[src/rtl/snes_dejitter_ctrl.sv]
// rtl/snes_dejitter_ctrl.sv - CSYNC line-period lock and GCLK stall scheduler for NTSC de-jitter
module snes_dejitter_ctrl #(
    parameter int HCNT_W        = 11,
    parameter int LINE_NOM      = 1364,
    parameter int LINE_SHORT    = 1360,
    parameter int HMIN          = 1024,
    parameter int STALL_CYC     = 4,
    parameter int LOCK_LINES    = 8,
    parameter int UNLOCK_LINES  = 3,
    parameter int VS_THRESH     = 256,
    parameter int PAL_MIN_LINES = 288
) (
    input  logic              MCLK_i,
    input  logic              RST_N_i,
    input  logic              CSYNC_i,
    input  logic              FORCE_BYPASS_i,
    output logic              GCLK_EN_o,
    output logic              CSYNC_o,
    output logic              LOCKED_o,
    output logic              ACTIVE_o,
    output logic [HCNT_W-1:0] LINE_LEN_o,
    output logic [9:0]        LINES_o,
    output logic              PAL_o
);
    localparam int GC_W = $clog2(LOCK_LINES + 1);
    localparam int BC_W = $clog2(UNLOCK_LINES + 1);
    localparam int GY_W = $clog2(STALL_CYC + 1);
    localparam int LC_W = $clog2(VS_THRESH + 1);

    localparam logic [HCNT_W-1:0] H_MAX     = '1;
    localparam logic [HCNT_W-1:0] H_MIN     = HCNT_W'(HMIN);
    localparam logic [HCNT_W-1:0] L_NOM     = HCNT_W'(LINE_NOM);
    localparam logic [HCNT_W-1:0] L_SHORT   = HCNT_W'(LINE_SHORT);
    localparam logic [GC_W-1:0]   GOOD_LAST = GC_W'(LOCK_LINES - 1);
    localparam logic [BC_W-1:0]   BAD_LAST  = BC_W'(UNLOCK_LINES - 1);
    localparam logic [GY_W-1:0]   STALL_LD  = GY_W'(STALL_CYC);
    localparam logic [LC_W-1:0]   VS_SAT    = LC_W'(VS_THRESH);
    localparam logic [9:0]        LCNT_MAX  = '1;
    localparam logic [9:0]        PAL_MIN   = 10'(PAL_MIN_LINES);

    typedef enum logic [1:0] {SEARCH, MEASURE, LOCKED} state_t;

    state_t            state, state_next;
    logic [GC_W-1:0]   good_cnt, good_cnt_next;
    logic [BC_W-1:0]   bad_cnt, bad_cnt_next;
    logic              csync_prev;
    logic [HCNT_W-1:0] h_cnt;
    logic [HCNT_W-1:0] line_len;
    logic              fe, acc, good_s, good_n, good, timeout;
    logic [GY_W-1:0]   g_cyc, g_cyc_next;
    logic              stall_load, hold;
    logic [LC_W-1:0]   low_cnt;
    logic              vs_seen, prev_vs, frame_start;
    logic [9:0]        line_cnt;

    assign fe          = csync_prev & ~CSYNC_i;
    assign acc         = fe & (h_cnt >= H_MIN);
    assign line_len    = h_cnt + HCNT_W'(1);
    assign good_s      = (line_len == L_SHORT);
    assign good_n      = (line_len == L_NOM);
    assign good        = good_s | good_n;
    assign timeout     = (h_cnt == H_MAX) & ~acc;
    assign LOCKED_o    = (state == LOCKED);
    assign ACTIVE_o    = LOCKED_o & ~FORCE_BYPASS_i;
    assign stall_load  = acc & good_s & ACTIVE_o & (g_cyc == '0);
    assign hold        = stall_load | (g_cyc > GY_W'(1));
    assign frame_start = acc & vs_seen & ~prev_vs;

    // Lock state and good/bad line run counters
    always_ff @(posedge MCLK_i or negedge RST_N_i) begin
        if (!RST_N_i) begin
            state    <= SEARCH;
            good_cnt <= '0;
            bad_cnt  <= '0;
        end else begin
            state    <= state_next;
            good_cnt <= good_cnt_next;
            bad_cnt  <= bad_cnt_next;
        end
    end

    // Lock transitions, evaluated once per accepted edge or on h_cnt timeout
    always_comb begin
        state_next    = state;
        good_cnt_next = good_cnt;
        bad_cnt_next  = bad_cnt;
        if (timeout) begin
            state_next    = SEARCH;
            good_cnt_next = '0;
            bad_cnt_next  = '0;
        end else if (acc) begin
            case (state)
                SEARCH: begin
                    state_next    = MEASURE;
                    good_cnt_next = '0;
                    bad_cnt_next  = '0;
                end
                MEASURE: begin
                    if (!good) begin
                        good_cnt_next = '0;
                    end else if (good_cnt == GOOD_LAST) begin
                        state_next    = LOCKED;
                        good_cnt_next = '0;
                        bad_cnt_next  = '0;
                    end else begin
                        good_cnt_next = good_cnt + GC_W'(1);
                    end
                end
                LOCKED: begin
                    if (good) begin
                        bad_cnt_next = '0;
                    end else if (bad_cnt == BAD_LAST) begin
                        state_next    = SEARCH;
                        good_cnt_next = '0;
                        bad_cnt_next  = '0;
                    end else begin
                        bad_cnt_next = bad_cnt + BC_W'(1);
                    end
                end
                default: state_next = SEARCH;
            endcase
        end
    end

    // Stall countdown; a running stall is never reloaded
    always_comb begin
        g_cyc_next = g_cyc;
        if (stall_load) begin
            g_cyc_next = STALL_LD;
        end else if (g_cyc != '0) begin
            g_cyc_next = g_cyc - GY_W'(1);
        end
    end

    // Horizontal measurement, gate enable and held CSYNC output
    always_ff @(posedge MCLK_i or negedge RST_N_i) begin
        if (!RST_N_i) begin
            csync_prev <= 1'b1;
            h_cnt      <= '0;
            LINE_LEN_o <= '0;
            g_cyc      <= '0;
            GCLK_EN_o  <= 1'b1;
            CSYNC_o    <= 1'b1;
        end else begin
            csync_prev <= CSYNC_i;
            if (acc) begin
                h_cnt      <= '0;
                LINE_LEN_o <= line_len;
            end else if (h_cnt != H_MAX) begin
                h_cnt <= h_cnt + HCNT_W'(1);
            end
            g_cyc     <= g_cyc_next;
            GCLK_EN_o <= (g_cyc_next == '0);
            CSYNC_o   <= hold | CSYNC_i;
        end
    end

    // Vertical measurement: vs-line detection and lines-per-frame capture
    always_ff @(posedge MCLK_i or negedge RST_N_i) begin
        if (!RST_N_i) begin
            low_cnt  <= '0;
            vs_seen  <= 1'b0;
            prev_vs  <= 1'b0;
            line_cnt <= '0;
            LINES_o  <= '0;
            PAL_o    <= 1'b0;
        end else begin
            if (CSYNC_i) begin
                low_cnt <= '0;
            end else if (low_cnt != VS_SAT) begin
                low_cnt <= low_cnt + LC_W'(1);
            end
            if (acc) begin
                vs_seen <= 1'b0;
                prev_vs <= vs_seen;
                if (frame_start) begin
                    LINES_o  <= line_cnt;
                    PAL_o    <= (line_cnt >= PAL_MIN);
                    line_cnt <= 10'd1;
                end else if (line_cnt != LCNT_MAX) begin
                    line_cnt <= line_cnt + 10'd1;
                end
            end else if (low_cnt == VS_SAT) begin
                vs_seen <= 1'b1;
            end
        end
    end
endmodule

[config.mk]
export PLATFORM = sky130hd
export DESIGN_NAME = snes_dejitter_ctrl
export DESIGN_NICKNAME = d
export VERILOG_FILES = /design/src/rtl/snes_dejitter_ctrl.sv
export SDC_FILE = /design/constraint.sdc
export NUM_CORES = 1
export LEC_CHECK = 0
export ABC_AREA = 1
export CAP_MARGIN = 20
export CORE_MARGIN = 1
export CORE_UTILIZATION = 33
export DETAILED_ROUTE_END_ITERATION = 8
export GPL_ROUTABILITY_DRIVEN = 0
export SYNTH_ARGS = -nofsm -noshare
export SYNTH_HDL_FRONTEND = slang
export SYNTH_SLANG_ARGS = --single-unit
[constraint.sdc]
create_clock -name MCLK_i -period 2 [get_ports MCLK_i]
set_input_delay 0.4 -clock MCLK_i [delete_from_list [all_inputs] [get_ports MCLK_i]]
set_output_delay 0.4 -clock MCLK_i [all_outputs]
set_load 0.005 [all_outputs]
==> results.md <==
- GRT overflow: 0
- Category of the worst setup path launch point: flop
- Area delta synth->final: 27.7%
- Clk pin slew, worst setup/hold paths: 0.07 ns
- First-pass GRT wire length: 12,400 um
- Most frequent cells in the layout: nand2_1, dfrtp_1, inv_1
- Pre-CTS WS: -0.0281 ns
- Syn nets: 416
- First-pass iteration count of the detailed router: 4
- Core area: 9950 um2
- Starting density of the core: between 30 and 40%
- Clock H-tree levels: 3
- TritonCTS clock tree: done
- Antenna-violating nets left: 0
- I/O Buffers: 29
- Finished Layout Cells: 604
- Clk root buf: clkbuf_8
- Core Util, Final: between 40% and 50%
- Fmax: 526 MHz
- Starting DRC count in detailed routing: 116
- DIE HEIGHT: about 100 um
- Vias in the first global route: roughly 2,700
- Top FF cell, synth: dfrtp_1
- Max rail drop VDD: around 480 uV
- Worst setup path start: state[0]
- Multi-input logic area: approximately 1600 um2
- Clock Sinks: 68
- Reg area: roughly 1700 um2
- ANT cells: 0
- Post-synth EDFFs: 0
- Sequential power share: between 40% and 50%
- Final period util: a little over nine tenths
- Synthesis-stage register bit count: about 70
- DR vias: 2,753
- Max-Cap Viols: 0
- Final setup skew: 0.0119 ns
- Worst EP arrival: 1.50 ns
- Synth area leaders: dfrtp_1, nand2_1, inv_1
- Clock group share of total power: 24.4%
- Cell variety after synth: 39
- Max Root-Sink Buffers: 2
- Gate Count Post-Synth: ~400
- Status: finished, final reports clean
- Final setup fails: 0
- Total number of yosys warnings: 0
- Relative max-transition margin: 75.7%
- Asr flop ratio synth: 100%
- Largest area contributor in the netlist: dfrtp_1
- CTS Buf Count: 9
- Total power: 5.17 mW
- Leakage power: 2.08 nW
- Final HPWL DP: 4990 um
- Rows: 36
- Die area: 10,800 um2
- Synthesized area per cell: around 8.6 um2
- Io pins: 30
- Reg2reg path depth: 11
- Combinational group share of total power: 35.3%
- Synth top area share: 47.2%
- Routed WL per cell: 11.4 um
- Placed cell count: 585
- Worst-Margin Slew: 0.365 ns
- Worst EP required: 1.60 ns
- # fillers: 978
- CP Capture Type: output pin
- Final WS setup: 0.100 ns
- Critical R2R Launch: h_cnt[0]
- Total Routed Length: 6870 um
- CP Max Fanout: 3
- Internal power: 3.42 mW
- Psw: 1.76 mW
- Max Transition Viols Final: 0
- Hold-fix buffers, CTS: 0
- Power per cell area: 1180 nW/um2
- Largest net degree at the start of global routing: 69
- # DRC: 0
- Kind of critical path: reg -> out
- Vias per cell: around 4.6
- Initial antenna violation count: 0
- Sequential element share of the synthesized area: 49.5%
- All-Layer GR Usage: 14.3%
- Share of layout cells above drive strength 1: 20.2%
- Worst hold path type: in -> async
- Die X: 104 um
- Commonest non-fill, non-tap cell in the layout: nand2_1
- Switching Fraction: between 30% and 40%
- RSZ-0062 raised after global routing: true
- Netlist Area Pre-Place: 3440 um2
- Nets@finish: 481
- Worst skew pair latency: 0.35 ns
- Fin crit period: 1.90 ns
- WHS: 0.0618 ns
- Final hold violations: 0
## Yosys cell counts, drive strengths merged (4+ instances only)
library cell  number
inv               50
nor3              18
nand4              5
a21oi             20
nand3             32
nand2            108
a31oi              4
o21ai             31
xor2               6
nor2              31
dfrtp             65
ha                10
## worst max-delay path, cell delays in order (launching register included)
cell             delay [ns]
dfrtp_1                0.40
nor2_2                 0.12
buf_4                  0.13
clkdlybuf4s50_1        0.50
## metal layers
layer	share of wire, %	track usage, %
met4	1.9	7.04
met1	52	18.7
met3	2.2	4.32
met5	0	0
met2	44	21.5
## metrics by stage
stage	instance area, um2	setup TNS (ns)
after global routing	4400	-0.0108
after floorplan	3440	0
final	4400	0
after detailed placement	4080	-0.138
after CTS	4320	0
after global placement	4080	0
## cell families after synthesis
group / count (synthesis) / share of synthesized area, %
adder cells (fa/ha/maj): 10 / 3.63
AO/OA/AOI/OAI: 60 / 9.30
buffers and inverters: 56 / 6.10
XOR/XNOR: 8 / 2.25
AND/OR/NAND/NOR: 200 / 29.2
flip-flops: 68 / 49.5
## final timing paths
check | slack, ns | end
max | 0.10 | LOCKED_o
min | 0.06 | LINES_o[8]
max reg2reg | 0.12 | good_cnt[1]
min reg2reg | 0.46 | low_cnt[4]
max in group asynchronous | 1.60 | GCLK_EN_o
min in group MCLK_i | 0.46 | low_cnt[4]
## area by class of cell
cell class                 count  share of cell area (%)
inverter                      51                    4.35
multi-input combinational    278                    36.0
clock inverter                 5                    1.94
timing repair buffer          59                    12.0
tap                          133                    3.78
clock buffer                  10                    3.13
sequential                    68                    38.8
## power groups by stage
stage / logic (mW) / registers [mW] / clock network, mW
2_1_floorplan: 0.981 / 2.08 / 0
3_3_place_gp: 1.70 / 2.09 / 0
3_5_place_dp: 1.72 / 2.10 / 0
4_1_cts: 1.77 / 2.07 / 1.31
5_1_grt: 2.07 / 2.15 / 1.37
6_report: 1.83 / 2.08 / 1.26
## flip-flops by register name (all words and copies together), names as in the netlist, 2 cells and up
signal / flops
LINES_o: 10
LINE_LEN_o: 11
bad_cnt: 2
g_cyc: 3
good_cnt: 4
h_cnt: 11
line_cnt: 10
low_cnt: 9
state: 2
## what timing repair did
item | 4_1_cts | 5_1_grt
endpoints found under the setup margin | 2 | 10
resized for setup | 1 | 12
pin swaps | 0 | 2
buffers inserted | 2 | 2
Note: power is estimated with default switching activity, not from simulation.
